$ cat src/rtl/register_file_2r1w.sv
// Two-read, one-write register file with registered outputs, write-first
// bypass, optional hardwired-zero entry 0 and a sequential bulk-clear engine.
module register_file_2r1w #(
    parameter int             N         = 8,
    parameter int             ADDR_W    = 3,
    parameter logic [N-1:0]   RESET_VAL = '0,
    parameter bit             ZERO_REG  = 1'b0
) (
    input  logic              Clk,
    input  logic              nReset,
    input  logic              Enable,
    input  logic              Wr_en,
    input  logic [ADDR_W-1:0] Wr_addr,
    input  logic [N-1:0]      Data_in,
    input  logic              Rd_en,
    input  logic [ADDR_W-1:0] Rd_addr_a,
    input  logic [ADDR_W-1:0] Rd_addr_b,
    output logic [N-1:0]      Data_out_a,
    output logic [N-1:0]      Data_out_b,
    output logic              Rd_valid,
    input  logic              Clear_req,
    output logic              Busy,
    output logic              Clear_done
);

    localparam int DEPTH = 1 << ADDR_W;

    typedef enum logic [1:0] {IDLE, CLEAR, DONE} state_t;

    logic [N-1:0]      mem [DEPTH];
    state_t            state;
    logic [ADDR_W-1:0] ptr;
    logic              wr_go;
    logic              wr_mem;
    logic              rd_go;
    logic [N-1:0]      rd_a;
    logic [N-1:0]      rd_b;

    assign wr_go  = Enable & Wr_en & ~Busy;
    assign wr_mem = wr_go & ~(ZERO_REG && (Wr_addr == '0));
    assign rd_go  = Enable & Rd_en & ~Busy;

    // Write-first bypass, with the hardwired zero taking priority.
    always_comb begin
        rd_a = mem[Rd_addr_a];
        if (wr_go && (Wr_addr == Rd_addr_a)) rd_a = Data_in;
        if (ZERO_REG && (Rd_addr_a == '0)) rd_a = '0;
    end

    always_comb begin
        rd_b = mem[Rd_addr_b];
        if (wr_go && (Wr_addr == Rd_addr_b)) rd_b = Data_in;
        if (ZERO_REG && (Rd_addr_b == '0)) rd_b = '0;
    end

    always_ff @(posedge Clk or negedge nReset) begin
        if (!nReset) begin
            for (int i = 0; i < DEPTH; i++) mem[i] <= RESET_VAL;
        end else if (Enable) begin
            if (state == CLEAR) mem[ptr] <= RESET_VAL;
            else if (wr_mem) mem[Wr_addr] <= Data_in;
        end
    end

    always_ff @(posedge Clk or negedge nReset) begin
        if (!nReset) begin
            Data_out_a <= '0;
            Data_out_b <= '0;
            Rd_valid   <= 1'b0;
        end else if (rd_go) begin
            Data_out_a <= rd_a;
            Data_out_b <= rd_b;
            Rd_valid   <= 1'b1;
        end else begin
            Rd_valid   <= 1'b0;
        end
    end

    // Busy falls on the edge that clears the last entry, so DONE is the
    // single cycle in which Clear_done is visible.
    always_ff @(posedge Clk or negedge nReset) begin
        if (!nReset) begin
            state      <= IDLE;
            ptr        <= '0;
            Busy       <= 1'b0;
            Clear_done <= 1'b0;
        end else begin
            Clear_done <= 1'b0;
            if (Enable) begin
                unique case (state)
                    IDLE: begin
                        if (Clear_req) begin
                            state <= CLEAR;
                            ptr   <= '0;
                            Busy  <= 1'b1;
                        end
                    end
                    CLEAR: begin
                        ptr <= ptr + 1'b1;
                        if (ptr == '1) begin
                            state      <= DONE;
                            Busy       <= 1'b0;
                            Clear_done <= 1'b1;
                        end
                    end
                    DONE: begin
                        state <= IDLE;
                    end
                    default: begin
                        state <= IDLE;
                        Busy  <= 1'b0;
                    end
                endcase
            end
        end
    end

endmodule

$ cat config.mk
export PLATFORM = sky130hd
export DESIGN_NAME = register_file_2r1w
export DESIGN_NICKNAME = d
export VERILOG_FILES = /design/src/rtl/register_file_2r1w.sv
export SDC_FILE = /design/constraint.sdc
export NUM_CORES = 1
export LEC_CHECK = 0
export ABC_CLOCK_PERIOD_IN_PS = 1620
export BUFFER_PORTS_ARGS = -buffer_cell sky130_fd_sc_hd__buf_2
export CORE_ASPECT_RATIO = 0.5
export CORE_MARGIN = 5
export CORE_UTILIZATION = 59
export CTS_CLUSTER_DIAMETER = 100
export DETAILED_ROUTE_END_ITERATION = 12
export GPL_TIMING_DRIVEN = 1
export PLACE_DENSITY = 0.81
export SKIP_LAST_GASP = 1
export SLEW_MARGIN = 20
export SYNTH_ARGS = -nofsm -noshare
export SYNTH_HDL_FRONTEND = slang
export SYNTH_SLANG_ARGS = --single-unit
$ cat constraint.sdc
create_clock -name Clk -period 1.62 [get_ports Clk]
set_input_delay 0 -clock Clk [delete_from_list [all_inputs] [get_ports Clk]]
set_output_delay 0 -clock Clk [all_outputs]
set_load 0.1 [all_outputs]
Word-level counts from Yosys, hierarchy flattened:

Cells that the tools add are included.
Widths: inputs -> output; s select.

* flip-flop bits (word level): 88
* word-level logic and storage cells: 79

* mux-type cells: 27
* $lt $le $gt $ge: 6
* $add $sub $neg: 1
* reductions and logical operators: 11
* bitwise gates (word level): 12
* equality and inequality tests: 7

Operator list (number)
* $mux 64: 2
* $and 64x64->64: 1
* $bwmux 64: 1
* $mux 8: 8
* $not 64->64: 1
* $bmux 8 s3: 2
* $demux 8 s3: 2
* $ge 4x4->1 const B: 4
* $not 3->4: 4
* $lt 4x1->1 const B: 2
* $eq 3x3->1: 2
* $mux 1: 6
* $pmux 3 s2: 1
* $reduce_and 3->1: 2
* $and 1x1->1: 4
* $logic_and 1x1->1: 4
* $mux 2: 2
* $pmux 2 s2: 1
* $reduce_and 4->1: 1
* $reduce_bool 2->1: 2
* $add 3x1->3 const B: 1
* $eq 3x3->1 const B: 1
* $mux 3: 1
* $pmux 1 s3: 1
* other kinds (7): 8

Longest topological paths before layout:

* depth in word-level cells: 8
* gate-level depth with buffers: 7
* gate-level depth less buffers: 5

Worst setup path before layout:

Ideal clock, no wire load.

* path type: reg2reg
* start point: reg Busy
* end point: reg mem[25] (netlist name)
* arrival: 1788 ps
* buffers on the path: 0
* slack: -289 ps
* cell stages (with the launch flop): 5
* setup time: 121 ps
* data required time: 1499 ps
* clock period less this slack: 1909 ps
* path through: dfrtp_1 nand2b_1 a21oi_4 o21ai_2 a22o_1

* longest elaborated chain between the ends: 4

RTL lines
* start, declared: RTL line 22 `output logic Busy,`
* start signal, assigned: RTL line 85 `Busy <= 1'b0;`
* start signal, assigned: RTL line 95 `Busy <= 1'b1;`
* start signal, assigned: RTL line 102 `Busy <= 1'b0;`
* $not 1->1: RTL line 39 `assign wr_go = Enable & Wr_en & ~Busy;`
* $and 1x1->1: RTL line 39
* $reduce_bool 2->1 (no source line)
* $reduce_and 2->1 (no source line)
* end signal, assigned by index: RTL line 61 `else if (wr_mem) mem[Wr_addr] <= Data_in;`
* end, declared: RTL line 30 `logic [N-1:0] mem [DEPTH];`

No other way between the ends.
A chain may end at the register's enable or synchronous reset.

Final worst setup path:

* start point: reg Busy
* end point: reg mem[58] (netlist name)

The elaborated chain is that of the path after synthesis.

==> PnR_summary.wiki <==
{| class="wikitable"
! Metric !! Value
|-
| Clk pin slew, worst setup/hold paths || 0.06 ns
|-
| Net count after synthesis || 366
|-
| Minimum clock period || 1.645 ns
|-
| CP Class || flip-flop to flip-flop
|-
| Area share of the leading cell type in the synthesized netlist || 48.25%
|-
| Unrepaired setup endpoints after global routing || yes
|-
| CORE AREA || 0.007432 sq mm
|-
| Wire length after detailed routing || 13.24 mm
|-
| Transition time of the tightest slew-check pin || 0.5052 ns
|-
| Total number of placement rows || 22
|-
| Detail-routed net length per standard cell || 26.38 um
|-
| Hold violation count in the final report || 0
|-
| Count of nets left with antenna violations after detail routing || 0
|-
| Cells after DPL || 474
|-
| Total half-perimeter wirelength after legalization and detailed placement || 8.941 mm
|-
| Root buffer selected by CTS || sky130_fd_sc_hd__clkbuf_16
|-
| Most used standard cell by instance count after synthesis || sky130_fd_sc_hd__dfrtp_1
|-
| Number of enable flip-flop cells after synthesis || 0
|-
| Leakage power || 2.504 nW
|-
| Sequential area share after synthesis || 48.25%
|-
| Length of the first detailed-routing pass in iterations || 7
|-
| Mean post-synth cell area || 13.39 sq um
|-
| Final setup viols || 17
|-
| Final critical-path share of the clock period || 101.6%
|-
| Share of layout cells above drive strength 1 || 39.16%
|-
| Path category of the worst min-delay check || primary input to flip-flop
|-
| Headroom to the max-slew limit || 66.55%
|-
| Wire length of the first global-routing pass || 21.13 mm
|-
| Number of H-tree levels || 3
|-
| Final std cell area, no fill || 0.005572 sq mm
|-
| Routability-driven placement congestion ratio || 0.9364
|-
| Non-Filler Instances || 502
|-
| Y dimension of the die || 72.20 um
|-
| Most common flop cell mapped by yosys || sky130_fd_sc_hd__dfrtp_1
|-
| Synth area leaders || sky130_fd_sc_hd__dfrtp_1 48%, sky130_fd_sc_hd__mux4_2 16%, sky130_fd_sc_hd__a22o_1 12%, sky130_fd_sc_hd__mux2i_1 3.5%, sky130_fd_sc_hd__o21ai_0 1.4%
|-
| Largest vdd supply drop || 0.001040 V
|-
| Number of synthesis warnings || 0
|-
| Synthesized cell area || 0.004564 sq mm
|-
| Setup TNS Final || -0.1968 ns
|-
| Type of element launching the critical path || flip-flop
|-
| WP data required || 1.86 ns
|-
| Outcome || finished, violations left
|-
| Ys async rst share || 100.0%
|-
| Max-capacitance violation count || 0
|-
| Crit end category || flip-flop
|-
| Vias in the first global route || 3824
|-
| Minimum setup slack among reg-to-reg paths || -0.03 ns
|-
| Violations in the final reports || setup timing
|-
| Final Total Pwr || 0.008268 W
|-
| Width of the chip || 134.4 um
|-
| Pre-CTS setup slack || -0.1515 ns
|-
| Largest fanout on the critical path || 8
|-
| Number of vias in the routed layout || 3691
|-
| Number of vias per cell after detailed routing || 7.353
|-
| Crit path arrival time || 1.88 ns
|-
| Total overflow reported by the global router || 0
|-
| Inserted Clock Buffers || 9
|-
| Layout area overhead || 22.07%
|-
| Pin count of the biggest net entering global routing || 34
|-
| Latest clock arrival within the worst-skew pair || 0.35 ns
|-
| Final Max Tran Viols || 0
|-
| FF+latch count, synth || 88
|-
| Clock tree from TritonCTS || yes
|-
| Number of remaining DRC errors || 0
|-
| Die area || 0.009702 sq mm
|-
| Cell taking the most area after synthesis || sky130_fd_sc_hd__dfrtp_1
|-
| Cell variety after synth || 41
|-
| Gate count after technology mapping || 341
|-
| Setup slack after layout || -0.02528 ns
|-
| IO Port Bufs || 41
|-
| Number of antenna diodes || 0
|-
| Final layout net count || 426
|-
| Clock Tree Buf Depth || 2
|-
| Initial antenna violation count || 0
|-
| Initial cell density of the core || 61.41%
|-
| Maximum clock frequency || 607.8 MHz
|-
| Post-DP Area || 0.004975 sq mm
|-
| Clock Skew || 0.006287 ns
|-
| Number of DRC markers after the initial detailed-route iteration || 488
|-
| Total global-route track usage || 28.80%
|-
| I/O pin count || 42
|-
| PwrDens || 1484 mW/mm^2
|-
| Clock sinks || 88
|-
| Most common library cells after synthesis || 88 x sky130_fd_sc_hd__dfrtp_1, 64 x sky130_fd_sc_hd__a22o_1, 32 x sky130_fd_sc_hd__mux4_2
|}
-- layout make-up --
type	count	area [sq um]
timing repair buffer	75	571.8
sequential	88	2206
clock inverter	5	63.81
clock buffer	11	252.7
multi-input combinational	224	2346
inverter	3	11.26
tap	96	120.1
fill	447	1861
-- path summary, 6_finish.rpt --
path / endpoint / from / cells after the start
worst max-delay path: mem[58] / Busy / 7
worst min-delay path: Data_out_a[5] / Data_in[5] / 3
worst max register to register: mem[58] / Busy / 7
worst min register to register: Data_out_a[6] / Data_out_a[6] / 2
max in group asynchronous: Data_out_b[2] / nReset / 3
min in group asynchronous: ptr[0] / nReset / 2
-- worst max-delay path: stages (launching register included) --
cell and delay [ns]:
sky130_fd_sc_hd__dfrtp_4 0.47, sky130_fd_sc_hd__buf_4 0.16, sky130_fd_sc_hd__nand2b_4 0.14, sky130_fd_sc_hd__a21oi_4 0.14
sky130_fd_sc_hd__buf_12 0.15, sky130_fd_sc_hd__o21ai_2 0.07, sky130_fd_sc_hd__buf_12 0.15, sky130_fd_sc_hd__a22o_1 0.23
-- timing repair --
item | 4_1_cts | 5_1_grt
resized for setup | 12 | 15
hold endpoints to repair | 90 | 0
hold buffers | 2 | 0
endpoints found under the setup margin | 71 | 74
setup buffers | 7 | 3
pin swaps | 4 | 6
-- sequential cells by signal, indices dropped and copies added, names as in the netlist --
register / cells
Busy: 1
Clear_done: 1
Data_out_a: 8
Data_out_b: 8
Rd_valid: 1
mem: 64
ptr: 3
state: 2
-- cell families after synthesis --
kind of cell,count (synthesis),synth area share (%)
multiplexers,48,19.30
XOR/XNOR,6,1.151
AO/OA/AOI/OAI,114,20.09
adder cells (fa/ha/maj),2,0.5482
buffers and inverters,29,3.427
flip-flops,88,48.25
AND/OR/NAND/NOR,54,7.237
-- cell usage in the layout (no fill, tap or decap), types with 2 or more instances in the layout --
cell and n:
sky130_fd_sc_hd__mux4_2 32, sky130_fd_sc_hd__nor2_4 6, sky130_fd_sc_hd__nand2_2 2, sky130_fd_sc_hd__nor3_2 3, sky130_fd_sc_hd__o21ai_4 2, sky130_fd_sc_hd__a32o_1 2
sky130_fd_sc_hd__o22ai_2 4, sky130_fd_sc_hd__mux2i_1 16, sky130_fd_sc_hd__buf_4 24, sky130_fd_sc_hd__buf_12 8, sky130_fd_sc_hd__clkbuf_8 2, sky130_fd_sc_hd__clkbuf_16 9
sky130_fd_sc_hd__dfrtp_1 87, sky130_fd_sc_hd__a22o_1 64, sky130_fd_sc_hd__buf_2 40, sky130_fd_sc_hd__clkinv_4 2, sky130_fd_sc_hd__o22ai_1 4, sky130_fd_sc_hd__nor3_1 4
sky130_fd_sc_hd__nor4_2 2, sky130_fd_sc_hd__nor2b_1 2, sky130_fd_sc_hd__o32ai_2 3, sky130_fd_sc_hd__ha_1 2, sky130_fd_sc_hd__nor3_4 2, sky130_fd_sc_hd__xnor2_1 6
sky130_fd_sc_hd__a22oi_1 8, sky130_fd_sc_hd__nand2_1 10, sky130_fd_sc_hd__nand2b_1 4, sky130_fd_sc_hd__and4_1 2, sky130_fd_sc_hd__nand4_1 4, sky130_fd_sc_hd__o21ai_2 3
sky130_fd_sc_hd__a21oi_1 9, sky130_fd_sc_hd__dlygate4sd3_1 2, sky130_fd_sc_hd__inv_1 2, sky130_fd_sc_hd__o21ai_0 13
-- stage by stage --
| step | hold WS (ns) | utilization (%) |
|---|---|---|
| 2_1_floorplan | -0.2956 | - |
| 3_3_place_gp | -0.1087 | 66.94 |
| 6_report | 0.02435 | 74.97 |
| 5_1_grt | 0.02450 | 74.97 |
| 4_1_cts | 0.01591 | 73.40 |
| 3_5_place_dp | -0.09836 | 66.94 |
-- metal layers --
metal	GRT usage, %	vias to the layer above	routed length, um
met5	0	-	0
met4	8.804	0	307
met3	10.32	44	1535
met2	46.61	252	6292
met1	37.19	1902	5107
li1	-	1493	-
-- power by group --
group	total (W)	leakage (nW)	switching [W]	internal (W)
clock network	0.00218	0.152	0.000888	0.00129
registers	0.00287	1.20	0.000305	0.00256
logic	0.00322	1.15	0.00227	0.000957
total	0.00827	2.50	0.00346	0.00481
(Power assumes the default switching activity.)
